File: config.mk
export PLATFORM = sky130hd
export DESIGN_NAME = hdmi_grid_display
export DESIGN_NICKNAME = d
export VERILOG_FILES = /design/src/rtl/hdmi_pkg.sv /design/src/rtl/video_timing_gen.sv /design/src/rtl/hdmi_grid_display.sv
export SDC_FILE = /design/constraint.sdc
export NUM_CORES = 1
export LEC_CHECK = 0
export ABC_AREA = 1
export ABC_CLOCK_PERIOD_IN_PS = 2480
export BUFFER_PORTS_ARGS = -buffer_cell sky130_fd_sc_hd__buf_4
export CORE_MARGIN = 2
export CORE_UTILIZATION = 67
export CTS_BUF_LIST = sky130_fd_sc_hd__clkbuf_8
export CTS_CLUSTER_SIZE = 20
export DETAILED_ROUTE_END_ITERATION = 10
export MAX_ROUTING_LAYER = met4
export PLACE_DENSITY = 0.92
export SYNTH_ARGS = -nofsm -noshare
export SYNTH_HDL_FRONTEND = slang
export SYNTH_SLANG_ARGS = --single-unit
File: constraint.sdc
create_clock -name clk -period 2.48 [get_ports clk]
set_input_delay 0.496 -clock clk [delete_from_list [all_inputs] [get_ports clk]]
set_output_delay 0.496 -clock clk [all_outputs]
set_load 0.05 [all_outputs]
File: src/rtl/hdmi_pkg.sv
// Shared constants for the tile-grid HDMI renderer.
//  - 640x480@60 raster timing defaults
//  - joystick direction codes and a helper that maps any code to a latched direction
//  - player, grid and background colours (RGB 8:8:8)
package hdmi_pkg;

  localparam int unsigned H_ACTIVE_DEF = 640;
  localparam int unsigned H_FP_DEF     = 16;
  localparam int unsigned H_SYNC_DEF   = 96;
  localparam int unsigned H_BP_DEF     = 48;
  localparam int unsigned V_ACTIVE_DEF = 480;
  localparam int unsigned V_FP_DEF     = 10;
  localparam int unsigned V_SYNC_DEF   = 2;
  localparam int unsigned V_BP_DEF     = 33;
  localparam bit          SYNC_POL_DEF = 1'b0;

  localparam logic [1:0] JOY_NONE = 2'b00;
  localparam logic [1:0] JOY_POS  = 2'b01;
  localparam logic [1:0] JOY_NEG  = 2'b10;

  // Index 0 is the least significant entry.
  localparam logic [3:0][23:0] PLAYER_COLOR = {24'hFFFF00, 24'h0000FF, 24'h00FF00, 24'hFF0000};
  localparam logic [23:0]      GRID_COLOR   = 24'h202020;
  localparam logic [23:0]      BG_COLOR     = 24'h000000;

  // 00 and 11 both mean "no direction".
  function automatic logic [1:0] joy_sanitize(input logic [1:0] code);
    return (code == JOY_POS || code == JOY_NEG) ? code : JOY_NONE;
  endfunction

endpackage

File: src/rtl/video_timing_gen.sv
// Raster counters and combinational (unregistered) timing strobes.
//  clk, reset_n   pixel clock, async active-low reset
//  h_cnt, v_cnt   current pixel / line position
//  active         h_cnt < H_ACTIVE and v_cnt < V_ACTIVE
//  hsync, vsync   level SYNC_POL inside the sync window, ~SYNC_POL otherwise
//  first_pixel    h_cnt == 0 and v_cnt == 0
//  tick           h_cnt == 0 and v_cnt == V_ACTIVE (start of vertical blanking)
module video_timing_gen #(
  parameter int unsigned H_ACTIVE = 640,
  parameter int unsigned H_FP     = 16,
  parameter int unsigned H_SYNC   = 96,
  parameter int unsigned H_BP     = 48,
  parameter int unsigned V_ACTIVE = 480,
  parameter int unsigned V_FP     = 10,
  parameter int unsigned V_SYNC   = 2,
  parameter int unsigned V_BP     = 33,
  parameter bit          SYNC_POL = 1'b0,
  parameter int unsigned H_W      = $clog2(H_ACTIVE + H_FP + H_SYNC + H_BP),
  parameter int unsigned V_W      = $clog2(V_ACTIVE + V_FP + V_SYNC + V_BP)
) (
  input  logic           clk,
  input  logic           reset_n,
  output logic [H_W-1:0] h_cnt,
  output logic [V_W-1:0] v_cnt,
  output logic           active,
  output logic           hsync,
  output logic           vsync,
  output logic           first_pixel,
  output logic           tick
);
  localparam int unsigned H_TOTAL = H_ACTIVE + H_FP + H_SYNC + H_BP;
  localparam int unsigned V_TOTAL = V_ACTIVE + V_FP + V_SYNC + V_BP;

  logic [H_W-1:0] h_q, h_d;
  logic [V_W-1:0] v_q, v_d;

  always_ff @(posedge clk or negedge reset_n) begin
    if (!reset_n) begin
      h_q <= '0;
      v_q <= '0;
    end else begin
      h_q <= h_d;
      v_q <= v_d;
    end
  end

  always_comb begin
    h_d = h_q + 1'b1;
    v_d = v_q;
    if (h_q == H_W'(H_TOTAL - 1)) begin
      h_d = '0;
      v_d = (v_q == V_W'(V_TOTAL - 1)) ? '0 : v_q + 1'b1;
    end
  end

  assign h_cnt       = h_q;
  assign v_cnt       = v_q;
  assign active      = (h_q < H_W'(H_ACTIVE)) && (v_q < V_W'(V_ACTIVE));
  assign hsync       = ((h_q >= H_W'(H_ACTIVE + H_FP)) && (h_q < H_W'(H_ACTIVE + H_FP + H_SYNC)))
                       ? SYNC_POL : ~SYNC_POL;
  assign vsync       = ((v_q >= V_W'(V_ACTIVE + V_FP)) && (v_q < V_W'(V_ACTIVE + V_FP + V_SYNC)))
                       ? SYNC_POL : ~SYNC_POL;
  assign first_pixel = (h_q == '0) && (v_q == '0);
  assign tick        = (h_q == '0) && (v_q == V_W'(V_ACTIVE));

endmodule

File: src/rtl/hdmi_grid_display.sv
// Raster timing plus tile-grid renderer for N joystick-driven players.
//  clk, reset_n          pixel clock, async active-low reset
//  x_axis, y_axis        per player [2i+1:2i]; x: 01 right, 10 left; y: 01 up, 10 down
//  hsync, vsync, de      registered timing, 2 clk behind the raster counters
//  pixel                 RGB 8:8:8, same latency as de
//  frame_start           pulse aligned with the first active pixel of each frame
//  collision             sticky per-player same-tile flags, cleared only by reset
module hdmi_grid_display
  import hdmi_pkg::*;
#(
  parameter int unsigned H_ACTIVE  = H_ACTIVE_DEF,
  parameter int unsigned H_FP      = H_FP_DEF,
  parameter int unsigned H_SYNC    = H_SYNC_DEF,
  parameter int unsigned H_BP      = H_BP_DEF,
  parameter int unsigned V_ACTIVE  = V_ACTIVE_DEF,
  parameter int unsigned V_FP      = V_FP_DEF,
  parameter int unsigned V_SYNC    = V_SYNC_DEF,
  parameter int unsigned V_BP      = V_BP_DEF,
  parameter bit          SYNC_POL  = SYNC_POL_DEF,
  parameter int unsigned TILE_LOG2 = 4,
  parameter int unsigned N_PLAYERS = 2,
  parameter int unsigned MOVE_DIV  = 8
) (
  input  logic                   clk,
  input  logic                   reset_n,
  input  logic [2*N_PLAYERS-1:0] x_axis,
  input  logic [2*N_PLAYERS-1:0] y_axis,
  output logic                   hsync,
  output logic                   vsync,
  output logic                   de,
  output logic [23:0]            pixel,
  output logic                   frame_start,
  output logic [N_PLAYERS-1:0]   collision
);
  localparam int unsigned H_W   = $clog2(H_ACTIVE + H_FP + H_SYNC + H_BP);
  localparam int unsigned V_W   = $clog2(V_ACTIVE + V_FP + V_SYNC + V_BP);
  localparam int unsigned COLS  = H_ACTIVE >> TILE_LOG2;
  localparam int unsigned ROWS  = V_ACTIVE >> TILE_LOG2;
  localparam int unsigned COL_W = (COLS > 1) ? $clog2(COLS) : 1;
  localparam int unsigned ROW_W = (ROWS > 1) ? $clog2(ROWS) : 1;
  localparam int unsigned DIV_W = (MOVE_DIV > 1) ? $clog2(MOVE_DIV) : 1;
  localparam logic [H_W-1:0] TILE_MASK_H = H_W'((1 << TILE_LOG2) - 1);
  localparam logic [V_W-1:0] TILE_MASK_V = V_W'((1 << TILE_LOG2) - 1);

  logic [H_W-1:0] h_cnt;
  logic [V_W-1:0] v_cnt;
  logic           active, hs_raw, vs_raw, first_pixel, tick;

  video_timing_gen #(
    .H_ACTIVE (H_ACTIVE),
    .H_FP     (H_FP),
    .H_SYNC   (H_SYNC),
    .H_BP     (H_BP),
    .V_ACTIVE (V_ACTIVE),
    .V_FP     (V_FP),
    .V_SYNC   (V_SYNC),
    .V_BP     (V_BP),
    .SYNC_POL (SYNC_POL),
    .H_W      (H_W),
    .V_W      (V_W)
  ) u_timing (
    .clk         (clk),
    .reset_n     (reset_n),
    .h_cnt       (h_cnt),
    .v_cnt       (v_cnt),
    .active      (active),
    .hsync       (hs_raw),
    .vsync       (vs_raw),
    .first_pixel (first_pixel),
    .tick        (tick)
  );

  // Player state: direction latches, frame divider, positions, collision flags.
  logic [N_PLAYERS-1:0][1:0]       x_dir_q, x_dir_d, y_dir_q, y_dir_d;
  logic [N_PLAYERS-1:0][COL_W-1:0] col_q, col_d;
  logic [N_PLAYERS-1:0][ROW_W-1:0] row_q, row_d;
  logic [N_PLAYERS-1:0]            coll_q, coll_d;
  logic [DIV_W-1:0]                div_q, div_d;
  logic                            step, step_q;

  assign step = tick && (div_q == DIV_W'(MOVE_DIV - 1));

  always_comb begin
    div_d = div_q;
    if (tick) div_d = step ? '0 : div_q + 1'b1;
    for (int i = 0; i < int'(N_PLAYERS); i++) begin
      x_dir_d[i] = joy_sanitize(x_axis[2*i +: 2]);
      y_dir_d[i] = joy_sanitize(y_axis[2*i +: 2]);
      col_d[i]   = col_q[i];
      row_d[i]   = row_q[i];
      if (step) begin
        case (x_dir_q[i])
          JOY_POS: col_d[i] = (col_q[i] == COL_W'(COLS - 1)) ? '0 : col_q[i] + 1'b1;
          JOY_NEG: col_d[i] = (col_q[i] == '0) ? COL_W'(COLS - 1) : col_q[i] - 1'b1;
          default: ;
        endcase
        // Up moves toward row 0.
        case (y_dir_q[i])
          JOY_POS: row_d[i] = (row_q[i] == '0) ? ROW_W'(ROWS - 1) : row_q[i] - 1'b1;
          JOY_NEG: row_d[i] = (row_q[i] == ROW_W'(ROWS - 1)) ? '0 : row_q[i] + 1'b1;
          default: ;
        endcase
      end
    end
  end

  // Compared the cycle after a step, when positions already hold the new values.
  always_comb begin
    coll_d = coll_q;
    if (step_q) begin
      for (int i = 0; i < int'(N_PLAYERS); i++) begin
        for (int j = i + 1; j < int'(N_PLAYERS); j++) begin
          if (col_q[i] == col_q[j] && row_q[i] == row_q[j]) begin
            coll_d[i] = 1'b1;
            coll_d[j] = 1'b1;
          end
        end
      end
    end
  end

  always_ff @(posedge clk or negedge reset_n) begin
    if (!reset_n) begin
      div_q   <= '0;
      step_q  <= 1'b0;
      coll_q  <= '0;
      x_dir_q <= '0;
      y_dir_q <= '0;
      for (int i = 0; i < int'(N_PLAYERS); i++) begin
        col_q[i] <= COL_W'(COLS * (i + 1) / (N_PLAYERS + 1));
        row_q[i] <= ROW_W'(ROWS / 2);
      end
    end else begin
      div_q   <= div_d;
      step_q  <= step;
      coll_q  <= coll_d;
      x_dir_q <= x_dir_d;
      y_dir_q <= y_dir_d;
      col_q   <= col_d;
      row_q   <= row_d;
    end
  end

  assign collision = coll_q;

  // Stage 1: tile coordinate, hit compare, grid-line detect.
  logic [COL_W-1:0]     tile_x;
  logic [ROW_W-1:0]     tile_y;
  logic [N_PLAYERS-1:0] hit;
  logic [N_PLAYERS-1:0] s1_hit;
  logic                 s1_de, s1_hsync, s1_vsync, s1_fs, s1_grid;

  assign tile_x = COL_W'(h_cnt >> TILE_LOG2);
  assign tile_y = ROW_W'(v_cnt >> TILE_LOG2);

  always_comb begin
    for (int i = 0; i < int'(N_PLAYERS); i++) begin
      hit[i] = (col_q[i] == tile_x) && (row_q[i] == tile_y);
    end
  end

  always_ff @(posedge clk or negedge reset_n) begin
    if (!reset_n) begin
      s1_de    <= 1'b0;
      s1_hsync <= ~SYNC_POL;
      s1_vsync <= ~SYNC_POL;
      s1_fs    <= 1'b0;
      s1_grid  <= 1'b0;
      s1_hit   <= '0;
    end else begin
      s1_de    <= active;
      s1_hsync <= hs_raw;
      s1_vsync <= vs_raw;
      s1_fs    <= first_pixel;
      s1_grid  <= ((h_cnt & TILE_MASK_H) == '0) || ((v_cnt & TILE_MASK_V) == '0);
      s1_hit   <= hit;
    end
  end

  // Stage 2: colour mux; lowest-index player wins, then grid, then background.
  logic [23:0] pix_d;

  always_comb begin
    pix_d = '0;
    if (s1_de) begin
      pix_d = s1_grid ? GRID_COLOR : BG_COLOR;
      for (int i = int'(N_PLAYERS) - 1; i >= 0; i--) begin
        if (s1_hit[i]) pix_d = PLAYER_COLOR[i];
      end
    end
  end

  always_ff @(posedge clk or negedge reset_n) begin
    if (!reset_n) begin
      hsync       <= ~SYNC_POL;
      vsync       <= ~SYNC_POL;
      de          <= 1'b0;
      pixel       <= '0;
      frame_start <= 1'b0;
    end else begin
      hsync       <= s1_hsync;
      vsync       <= s1_vsync;
      de          <= s1_de;
      pixel       <= pix_d;
      frame_start <= s1_fs;
    end
  end

endmodule

## Word-level counts from Yosys, hierarchy flattened

Index checks and enable logic that the tools add are counted.

| storage, ports and cells | value |
|---|---|
| latch bits | 0 |
| logic and storage cells | 127 |
| ROM bits | 0 |
| memories | 0 |
| memory bits (writable) | 0 |
| register bits | 90 |

| operators by class | value |
|---|---|
| add/sub/neg operators | 11 |
| order comparisons | 6 |
| reductions and logical operators | 31 |
| equal/unequal tests | 30 |
| multiplexer cells | 25 |
| shift operators | 0 |
| div/mod/pow operators | 0 |
| bitwise gates (word level) | 0 |
| $mul | 0 |

Operator list:

| operator | number |
|---|---|
| two-way mux 24 bit | 2 |
| two-way mux 22 bit | 2 |
| zero test 10 bit | 4 |
| two-way mux 6 bit | 4 |
| case mux 6 bit (2 select lines) | 2 |
| adder 10 x 1 -> 10 bit (second input constant) | 2 |
| equality test 10 bit (second input constant) | 2 |
| < comparator 10 bit (second input constant) | 2 |
| < comparator 10 x 9 -> 1 bit (second input constant) | 2 |
| two-way mux 10 bit | 2 |
| two-way mux 5 bit | 4 |
| case mux 5 bit (2 select lines) | 2 |
| equality test 6 bit | 3 |
| equality test 2 x 1 -> 1 bit (second input constant) | 8 |
| equality test 2 bit (second input constant) | 8 |
| equality test 5 bit | 3 |
| adder 6 x 1 -> 6 bit (second input constant) | 2 |
| equality test 6 bit (second input constant) | 2 |
| zero test 6 bit | 2 |
| subtractor 6 x 1 -> 6 bit (second input constant) | 2 |
| adder 5 x 1 -> 5 bit (second input constant) | 2 |
| equality test 10 x 9 -> 1 bit (second input constant) | 1 |
| equality test 5 bit (second input constant) | 2 |
| >= comparator 10 bit (second input constant) | 1 |
| 12 further kinds | 37 |

## Depth between registers and ports, before layout

Gate-level depths: netlist (run 1).

| logic depth | value |
|---|---|
| depth in word-level cells | 4 |
| gate-level depth with buffers | 10 |

## Hierarchy

A second synthesis (run 1) with hierarchy kept.

| second synthesis, totals | value |
|---|---|
| cells, all modules | 610 |
| area total of the unflattened synthesis | 4642.0 um^2 |

Modules (own cells, without submodules):

| module | area each (um^2) | sequential area each (um^2) | instances | cells each |
|---|---|---|---|---|
| hdmi_grid_display | 3410.8 | 1298.7 | 1 | 448 |
| video_timing_gen | 1231.2 | 500.5 | 1 | 162 |

## Least setup slack after synthesis (run 1)

OpenSTA, ideal clock, no wires.

| timing path | value |
|---|---|
| path kind | register -> register |
| start point | register row_q[6] in the netlist's numbering |
| end point | register row_q[9] in the netlist's numbering |
| setup time | 0.071 ns |
| slack | 0.838 ns |
| period minus slack after synthesis | 1.642 ns |
| cell stages (with the launch flop) | 11 |
| arrival time | 1.571 ns |
| required time | 2.409 ns |
| cell sequence | dfstp_2 > clkbuf_1 > inv_1 > ha_1 > nand2_1 > nor2_1 > nor2_1 > nand2_1 > o21ai_0 > nor2_1 > nor2_1 |

| on the way | value |
|---|---|
| longest elaborated chain between the ends | 3 |
| elaborated cells on any way between the ends | 7 |
| classes of those cells | 2 x add/sub; 1 x eq/ne; 3 x mux; 1 x reduce/logical |

RTL lines:

| what | line | text |
|---|---|---|
| start, declared | hdmi_grid_display.sv:76 | `logic [N_PLAYERS-1:0][ROW_W-1:0] row_q, row_d;` |
| start signal, assigned by index | hdmi_grid_display.sv:131 | `row_q[i] <= ROW_W'(ROWS / 2);` |
| start signal, assigned | hdmi_grid_display.sv:140 | `row_q <= row_d;` |
| adder 5 x 1 -> 5 bit (tied with other cells) | hdmi_grid_display.sv:100 | `JOY_NEG: row_d[i] = (row_q[i] == ROW_W'(ROWS - 1)) ? '0 : row_q[i] + 1'b1;` |
| two-way mux 5 bit (on tied branches) | hdmi_grid_display.sv:100, hdmi_grid_display.sv:99 |  |
| case mux 5 bit (2 select lines) (*) | hdmi_grid_display.sv:98 | `case (y_dir_q[i])` |

Mark *: on every way between the ends. The rest lies on a longest branch, timed or not.
A chain may end at the register's enable or synchronous reset.

## Worst setup path after layout (run 1)

| timing path | value |
|---|---|
| start point | register u_timing.v_q[0] (netlist: u_timing.v_cnt[0]) |
| end point | register row_q[8] in the netlist's numbering |

| on the way | value |
|---|---|
| longest elaborated chain between the ends | 4 |

RTL lines:

| what | line | text |
|---|---|---|
| start, declared | video_timing_gen.sv:35 | `logic [V_W-1:0] v_q, v_d;` |
| start signal, assigned | video_timing_gen.sv:43 | `v_q <= v_d;` |
| equality test 10 x 9 -> 1 bit | video_timing_gen.sv:64 | `assign tick = (h_q == '0) && (v_q == V_W'(V_ACTIVE));` |
| logical AND 1 bit | video_timing_gen.sv:64 |  |
| logical AND 1 bit | hdmi_grid_display.sv:81 | `assign step = tick && (div_q == DIV_W'(MOVE_DIV - 1));` |
| AND reduction 2 bit (no line) | - |  |

No other way between the ends.

==> results of run 1 <==
==> state kept, by name, summed over array words and instances (netlist names), 2 cells and up <==
| signal | count |
|---|---|
| x_dir_q | 4 |
| row_q | 10 |
| y_dir_q | 4 |
| div_q | 3 |
| pixel | 5 |
| u_timing.v_cnt | 10 |
| col_q | 12 |
| s1_hit | 2 |
| u_timing.h_cnt | 10 |
==> cell usage in the layout (no fill, tap or decap), types with 2 or more instances in the layout <==
cell      count
a31oi_1       2
nand2_1     139
nor3_1       18
a21oi_1       7
nand3_1      41
inv_6         2
o21ai_0      20
inv_1        87
dfrtp_1      53
nand2_2       2
nor2_1      113
o21ai_1       7
nand4_1      21
xnor2_1      12
xor2_1       34
dfstp_2      18
clkbuf_8      9
nor4_1        2
nor2_4       10
conb_1        7
buf_4        32
ha_1         22
inv_2         3
nand3b_1      5
==> worst paths after layout <==
kind / start / to / slack, ns / cells after the start
worst max-delay path: u_timing.v_cnt[0] / row_q[8] / 0.65 / 7
worst min-delay path: reset_n / y_dir_q[2] / 0.24 / 1
worst max register to register: u_timing.v_cnt[0] / row_q[8] / 0.65 / 7
worst min register to register: s1_fs / frame_start / 0.35 / 0
max in group asynchronous: reset_n / row_q[4] / 1.64 / 1
min in group clk: x_axis[0] / x_dir_q[1] / 0.29 / 2
==> layout make-up <==
class	count	area, sq um
Multi-Input combinational cell	471	2530
Fill cell	540	1952
Sequential cell	71	1799
Inverter	89	334.1
Timing Repair Buffer	32	240.2
Clock buffer	9	123.9
Tap cell	99	123.9
Clock inverter	7	72.57
==> worst max-delay path, stage by stage, from the launching register on <==
cell and delay (ns):
dfrtp_1 0.42, inv_1 0.15, ha_1 0.24, nand3_1 0.14, nor2_4 0.24, nand4_1 0.26, nor2_1 0.22, nor2_1 0.08
==> kinds of logic (layout without fill, tap and decap cells) <==
group | after synthesis | after routing | synth area share
flip-flops | 71 | 71 | 0.3649
other | 1 | 7 | 0.0007605
XOR/XNOR | 46 | 46 | 0.08171
adder cells (fa/ha/maj) | 22 | 22 | 0.05582
AO/OA/AOI/OAI | 39 | 39 | 0.04187
buffers and inverters | 137 | 137 | 0.1266
AND/OR/NAND/NOR | 357 | 357 | 0.3283
==> per-stage QoR <==
| step | hold WS (ns) | utilization | worst slack (ns) |
|---|---|---|---|
| 2_1_floorplan | 0.2004 | - | 0.8381 |
| 3_3_place_gp | 0.3347 | 0.7006 | 0.7329 |
| 3_5_place_dp | 0.3356 | 0.7006 | 0.7342 |
| 4_1_cts | 0.2909 | 0.7280 | 0.6984 |
| 5_1_grt | 0.2858 | 0.7280 | 0.5091 |
| 6_report | 0.2443 | 0.7280 | 0.6519 |
==> power by group through the flow <==
stage | Combinational (uW) | Sequential (uW) | Clock, uW
floorplan | 71.9 | 1190 | 0
global placement | 108 | 1190 | 0
detailed placement | 111 | 1190 | 0
CTS | 111 | 1170 | 941
global route | 123 | 1170 | 1000
finish | 109 | 1170 | 935
==> per-layer routing <==
metal | up-vias | share of wire | GRT usage
met1 | 1963 | 0.41 | 0.3601
li1 | 2073 | - | -
met5 | - | 0 | -
met4 | 0 | 0.023 | 0.1090
met2 | 210 | 0.49 | 0.4741
met3 | 33 | 0.077 | 0.05868
==> metrics.md, run 1 <==
| Metric | Value |
|---|---|
| Root Driver | clkbuf_8 |
| Clock Pin Slew Worst Setup and Hold Paths | 0.08 ns |
| Crit share post-route | 0.7371 |
| # DRC | 0 |
| Post-synth ARST share | 1.000 |
| Hold Buf Count CTS | 0 |
| Yosys reg bits | 71 |
| Total Routing Usage GR | 0.2902 |
| Antenna cells | 0 |
| Buffers added on ports | 32 |
| Ys Warns | 0 |
| Tmin final | 1.828 ns |
| GPL Wtd Cong | 1.012 |
| Final hold vios | 0 |
| Initial Util | 0.6872 |
| Synth area leader | dfrtp_1 |
| H-tree depth | 3 |
| Kind of critical path | reg -> reg |
| Initial antenna violation count | 0 |
| Postcts setup bufs | 0 |
| Final Instance Area | 0.005224 sq mm |
| Distinct cells, synth | 35 |
| Worst-path fanout max | 6 |
| Worst Skew | 0.01091 ns |
| CP Data Arrival Time | 2.10 ns |
| Crit. End Element | flop |
| Final wirelength | 10.75 mm |
| Vias in the first global route | 4160 |
| F_max | 547.0 MHz |
| Power Total | 2211 uW |
| Share of the synthesized area in the top cell type | 0.2690 |
| Part of the power in registers | 0.528 |
| Clock sinks | 71 |
| First-pass GRT wire length | 18.82 mm |
| Switching Fraction | 0.2494 |
| 1st-pass router iterations | 6 |
| Leak Pwr | 0.002716 uW |
| Setup Viol. Count Final | 0 |
| Synth top cells by count | 139 x nand2_1, 113 x nor2_1, 86 x inv_1 |
| Synth area leaders | dfrtp_1 27%, nand2_1 11%, dfstp_2 9.6% |
| Layout cells sized above 1 | 0.1267 |
| Mapped cell area | 0.004931 sq mm |
| Largest net degree at the start of global routing | 72 |
| Post-synthesis cell count | 673 |
| Max Slew Vio Count | 0 |
| Core box area | 0.007176 sq mm |
| Core Rows | 31 |
| Antenna viol nets, final | 0 |
| Max_cap viols | 0 |
| CTS Buf Count | 9 |
| Die extent in x | 89.79 um |
| Routed len/inst | 13.82 um |
| Finished Layout Cells | 778 |
| Routed vias | 4279 |
| Clk pwr share | 0.423 |
| Post-cts resize count | 0 |
| Top-count cell post-synth | nand2_1 |
| Max transition margin | 0.4131 |
| Crit path launch type | flop |
| Psw | 551.3 uW |
| Combinational Power Share | 0.049 |
| Via density | 5.500 |
| Status | complete, no violations |
| Post-synth top flop | dfrtp_1 |
| RSZ-0062 raised after global routing | no |
| Total gr overflow | 0 |
| 1st-iter DRT viols | 347 |
| Hold WC Path Type | in -> async |
| DP HPWL | 7.908 mm |
| Power per standard cell area | 423.2 mW/mm^2 |
| Peak VDD IR | 0.0003222 V |
| Int Power | 1659 uW |
| Placed insts | 762 |
| Post-synth EDFFs | 0 |
| Die area | 0.008062 sq mm |
| Latest clock arrival within the worst-skew pair | 0.35 ns |
| Die H | 89.79 um |
| Io pins | 40 |
| Setup TNS | 0 ns |
| CTS max path bufs | 2 |
| Seq/Total Area, Yosys | 0.3649 |
| Slew @ Worst Pin | 0.8804 ns |
| Nets | 706 |
| CP Data Required Time | 2.75 ns |
| Area after DPL | 0.005027 sq mm |
| Synthesis-to-layout area growth | 5.938% |
| Mapped Avg Cell Area | 7.327 sq um |
| CTS tree | done |
Power figures use the tool's default switching activity.
==> inputs of run 2 (changes only) <==
--- a/config.mk
+++ b/config.mk
@@ -6,15 +6,15 @@
 export NUM_CORES = 1
 export LEC_CHECK = 0
 export ABC_AREA = 1
-export ABC_CLOCK_PERIOD_IN_PS = 2480
+export ABC_CLOCK_PERIOD_IN_PS = 1900
 export BUFFER_PORTS_ARGS = -buffer_cell sky130_fd_sc_hd__buf_4
 export CORE_MARGIN = 2
-export CORE_UTILIZATION = 67
+export CORE_UTILIZATION = 63
 export CTS_BUF_LIST = sky130_fd_sc_hd__clkbuf_8
 export CTS_CLUSTER_SIZE = 20
 export DETAILED_ROUTE_END_ITERATION = 10
 export MAX_ROUTING_LAYER = met4
-export PLACE_DENSITY = 0.92
+export PLACE_DENSITY = 0.87
 export SYNTH_ARGS = -nofsm -noshare
 export SYNTH_HDL_FRONTEND = slang
 export SYNTH_SLANG_ARGS = --single-unit
==> constraint.sdc (replaced) <==
create_clock -name clk -period 1.9 [get_ports clk]
set_input_delay 0.38 -clock clk [delete_from_list [all_inputs] [get_ports clk]]
set_output_delay 0.38 -clock clk [all_outputs]
set_load 0.05 [all_outputs]
==> metrics.md, run 2 (synthesis gave the netlist of run 1 again) <==
| Metric | Value |
|---|---|
| Status | complete, no violations |
| Reg2Reg Setup Slack | 0.14 ns |
| Latest clock arrival within the worst-skew pair | 0.36 ns |
| RSZ-0062 raised after global routing | no |
| Die extent in x | 92.47 um |
| 1st-pass router iterations | 7 |
| CTS tree | done |
| CP max stage delay | 0.54 ns |
| Kind of critical path | reg -> reg |
| Core box area | 0.007647 sq mm |
| Routed len/inst | 13.66 um |
| Die H | 92.47 um |
| Clock sinks | 71 |
| Peak VDD IR | 0.0004213 V |
| CTS max path bufs | 2 |
| Antenna cells | 0 |
| Initial Util | 0.6448 |
| Slowest cell on the critical path | dfstp_2 |
| Postcts setup bufs | 0 |
| Most frequent cells in the layout | 139 x nand2_1, 113 x nor2_1, 87 x inv_1 |
| Most common cell after layout, fill and taps aside | nand2_1 |
| Tmin final | 1.762 ns |
| Power Total | 2758 uW |
| F_max | 567.4 MHz |
| Biggest register | col_q |
| Vias in the first global route | 3987 |
| DP HPWL | 8.142 mm |
| Final wirelength | 10.79 mm |
| Worst-path fanout max | 3 |
| Finished Layout Cells | 790 |
| Antenna viol nets, final | 0 |
| Total gr overflow | 0 |
| Crit. End Element | flop |
| Layout cells sized above 1 | 0.1366 |
| CP top delay family | simple AND/OR/NAND/NOR gates |
| Root Driver | clkbuf_8 |
| Buffers added on ports | 32 |
| Setup Viol. Count Final | 0 |
| Max Slew Vio Count | 0 |
| Setup TNS | 0 ns |
| Core Rows | 32 |
| CP Data Arrival Time | 2.05 ns |
| Routed vias | 4306 |
| Initial antenna violation count | 0 |
| Die area | 0.008551 sq mm |
| 1st-iter DRT viols | 360 |
| Largest net degree at the start of global routing | 29 |
| Worst Skew | 0.01275 ns |
| Crit share post-route | 0.9276 |
| Leak Pwr | 0.002759 uW |
| H-tree depth | 3 |
| Total Routing Usage GR | 0.2755 |
| CP Data Required Time | 2.19 ns |
| First-pass GRT wire length | 18.31 mm |
| CP Buf/Inv Count | 1 |
| CP Cell Sequence | inv_1 > ha_1 > nand2_1 > nor2_1 > nor2_1 > nand2_1 > o21ai_0 > nor2_1 > nor2_1 |
| Hold WC Path Type | in -> reg |
| Synthesis-to-layout area growth | 7.206% |
| Max FFs per register | 12 |
| Cell mode on critical path | nor2_1 |
| Placed insts | 773 |
| CTS Buf Count | 9 |
| Via density | 5.451 |
| Clock Pin Slew Worst Setup and Hold Paths | 0.08 ns |
| Io pins | 40 |
| Power per standard cell area | 521.8 mW/mm^2 |
| # DRC | 0 |
| Final hold vios | 0 |
| Max_cap viols | 0 |
| GPL Wtd Cong | 0.9545 |
| Crit path launch type | flop |
| Nets | 715 |
## run 2: final timing paths
kind | cells past startpoint | start | endpoint
max | 9 | row_q[6] | row_q[9]
min | 2 | y_axis[1] | y_dir_q[0]
max reg2reg | 9 | row_q[6] | row_q[9]
min reg2reg | 0 | s1_hsync | hsync
max in group asynchronous | 3 | reset_n | row_q[5]
min in group asynchronous | 2 | reset_n | u_timing.h_cnt[1]
## run 2: through the flow
stage            util  area [sq um]  setup slack (ns)  hold slack [ns]
4_1_cts        0.6913          5286            0.1677           0.1671
5_1_grt        0.6913          5286          0.004857           0.1543
2_1_floorplan       -          4954            0.2581          0.08441
3_5_place_dp   0.6674          5104            0.1842           0.3026
3_3_place_gp   0.6674          5104            0.2510           0.2966
6_report       0.6913          5286            0.1376           0.1664
## run 2: final cells by class
cell class | count | area (sq um)
clock inverters | 7 | 48.80
flip-flops and latches | 71 | 1799
multi-input cells | 471 | 2530
well taps | 102 | 127.6
clock buffers | 9 | 123.9
fillers | 597 | 2361
inverters | 89 | 334.1
repair buffers | 41 | 322.8
## run 2: repair_timing
item / in CTS / in global routing
gates resized for setup: 0 / 0
hold buffers: 1 / 0
endpoints found under the setup margin: 0 / 1
endpoints found under the hold margin: 17 / 0
## run 2: report_power, final
group          switching [uW]  total, uW  internal (uW)  leakage (uW)
sequential               2.34       1520           1520      0.000873
combinational             110        152           41.6       0.00179
clock                     609       1080            475     0.0000947
## run 2: routing by layer
metal  wire [um]  vias up  track usage
met5           0        -            -
li1            -     2093            -
met1        4767     2027       0.3630
met3         668       20      0.04882
met4         210        0      0.09950
met2        5142      166       0.4313
## run 2: worst reg2reg max path: cells and delay by family (launching register included)
kind	cells	cell delay [ns]
simple gates	6	0.60
flops	1	0.54
compound gates	1	0.29
fa+ha+maj	1	0.18
buf+inv	1	0.08
==> inputs of run 3 (changes only) <==
--- a/config.mk
+++ b/config.mk
@@ -8,6 +8,7 @@
 export ABC_AREA = 1
 export ABC_CLOCK_PERIOD_IN_PS = 1900
 export BUFFER_PORTS_ARGS = -buffer_cell sky130_fd_sc_hd__buf_4
+export CORE_ASPECT_RATIO = 0.75
 export CORE_MARGIN = 2
 export CORE_UTILIZATION = 63
 export CTS_BUF_LIST = sky130_fd_sc_hd__clkbuf_8
==> constraint.sdc (replaced) <==
create_clock -name clk -period 1.9 [get_ports clk]
set_input_delay 0.285 -clock clk [delete_from_list [all_inputs] [get_ports clk]]
set_output_delay 0.285 -clock clk [all_outputs]
set_load 0.05 [all_outputs]
==> metrics.md, run 3 (synthesis gave the netlist of run 1 again) <==
| Metric | Value |
|---|---|
| # DRC | 0 |
| Clock Pin Slew Worst Setup and Hold Paths | 0.08 ns |
| Hold WC Path Type | in -> reg |
| Placed insts | 773 |
| Status | complete, no violations |
| Final hold vios | 0 |
| Part of the power in registers | 0.525 |
| CP Data Arrival Time | 1.94 ns |
| Initial Util | 0.6605 |
| Crit share post-route | 0.8890 |
| F_max | 592.1 MHz |
| Most frequent cells in the layout | 139 x nand2_1, 113 x nor2_1, 87 x inv_1 |
| CTS Buf Count | 9 |
| Via density | 5.366 |
| Routed len/inst | 13.63 um |
| Die H | 80.62 um |
| Int Power | 2170 uW |
| CP Buf/Inv Count | 1 |
| Buffers added on ports | 32 |
| CP top delay family | simple AND/OR/NAND/NOR gates |
| Slowest cell on the critical path | dfrtp_1 |
| Post-cts resize count | 0 |
| DP HPWL | 8.111 mm |
| Biggest register | col_q |
| GPL Wtd Cong | 0.9799 |
| Finished Layout Cells | 792 |
| CP max stage delay | 0.41 ns |
| Final wirelength | 10.79 mm |
| Synthesis-to-layout area growth | 8.399% |
| Crit path launch type | flop |
| Antenna viol nets, final | 0 |
| Layout cells sized above 1 | 0.1404 |
| Worst Skew | 0.01409 ns |
| Cell mode on critical path | nor2_1 |
| CP Data Required Time | 2.15 ns |
| Largest net degree at the start of global routing | 32 |
| CTS max path bufs | 2 |
| Combinational Power Share | 0.052 |
| Core box area | 0.007466 sq mm |
| Kind of critical path | reg -> reg |
| Core Rows | 27 |
| Max FFs per register | 12 |
| 1st-iter DRT viols | 399 |
| Max_cap viols | 0 |
| Initial antenna violation count | 0 |
| Vias in the first global route | 3915 |
| Max transition margin | 0.6580 |
| 1st-pass router iterations | 5 |
| Crit. End Element | flop |
| First-pass GRT wire length | 18.20 mm |
| Clock sinks | 71 |
| Total Routing Usage GR | 0.2789 |
| Total gr overflow | 0 |
| Slew @ Worst Pin | 0.5084 ns |
| RSZ-0062 raised after global routing | yes |
| Max Slew Vio Count | 0 |
| Power per standard cell area | 542.3 mW/mm^2 |
| H-tree depth | 3 |
| Latest clock arrival within the worst-skew pair | 0.35 ns |
| CP Cell Sequence | inv_1 > ha_1 > nand3_1 > nor2_4 > nand4_1 > nor2_1 > nor2_1 |
| Tmin final | 1.689 ns |
| Clk pwr share | 0.423 |
| Leak Pwr | 0.002776 uW |
| Nets | 718 |
| Setup TNS | 0 ns |
| Die extent in x | 106.2 um |
| Antenna cells | 0 |
| Io pins | 40 |
| Peak VDD IR | 0.0002995 V |
| Most common cell after layout, fill and taps aside | nand2_1 |
| Die area | 0.008558 sq mm |
| Psw | 728.6 uW |
| Switching Fraction | 0.2514 |
| CTS tree | done |
| Root Driver | clkbuf_8 |
| Worst-path fanout max | 6 |
| Routed vias | 4250 |
| Setup Viol. Count Final | 0 |
## run 3: changes by cell type in the layout (fill, tap and decap cells not counted), sizes merged
| cell | delta |
|---|---|
| bufinv | +1 |
| buf | +3 |
| clkinv | -4 |
| clkinvlp | +3 |
## run 3: final timing paths
path,to,slack [ns],depth (start not counted),startpoint
max in group asynchronous,s1_vsync,0.92,3,reset_n
setup reg to reg,row_q[4],0.21,7,u_timing.v_cnt[0]
min in group asynchronous,u_timing.h_cnt[2],0.36,2,reset_n
hold / removal,y_dir_q[1],0.08,2,y_axis[0]
setup / recovery,row_q[4],0.21,7,u_timing.v_cnt[0]
hold reg to reg,frame_start,0.35,0,s1_fs
## run 3: final cells by class
type	instances	area (sq um)
multi-input cells	471	2530
fillers	575	2121
flip-flops and latches	71	1799
repair buffers	44	357.8
inverters	89	334.1
well taps	101	126.4
clock buffers	9	123.9
clock inverters	7	73.82
## run 3: routing by layer
layer / vias up / part of all wire / wire length, um / track usage
met5: - / 0 / 0 / -
li1: 2093 / - / - / -
met2: 189 / 0.46 / 4968 / 0.4269
met1: 1954 / 0.45 / 4842 / 0.3766
met4: 0 / 0.0098 / 106 / 0.07895
met3: 14 / 0.081 / 874 / 0.06169
## run 3: stage by stage
stage	power [uW]	area (sq um)	hold WS, ns	worst slack (ns)	util
2_1_floorplan	1645	4954	-0.01059	0.2581	-
3_3_place_gp	1700	5110	0.1945	0.2232	0.6844
3_5_place_dp	1700	5110	0.1989	0.1785	0.6844
4_1_cts	2916	5318	0.07407	0.1641	0.7123
5_1_grt	3001	5345	0.07764	-0.001550	0.7159
6_report	2899	5345	0.07921	0.2110	0.7159
## run 3: timing repair
item                                    in CTS  in global routing
hold endpoints to repair                    16                  0
buffers inserted                             0                  2
hold buffers                                 1                  0
endpoints found under the setup margin       0                  3
## run 3: power groups by stage
| stage | Clock, uW | Sequential (uW) | Combinational (uW) |
|---|---|---|---|
| floorplan | 0 | 1550 | 93.9 |
| global placement | 0 | 1550 | 149 |
| detailed placement | 0 | 1550 | 149 |
| CTS | 1240 | 1520 | 152 |
| global route | 1310 | 1520 | 168 |
| finish | 1230 | 1520 | 151 |
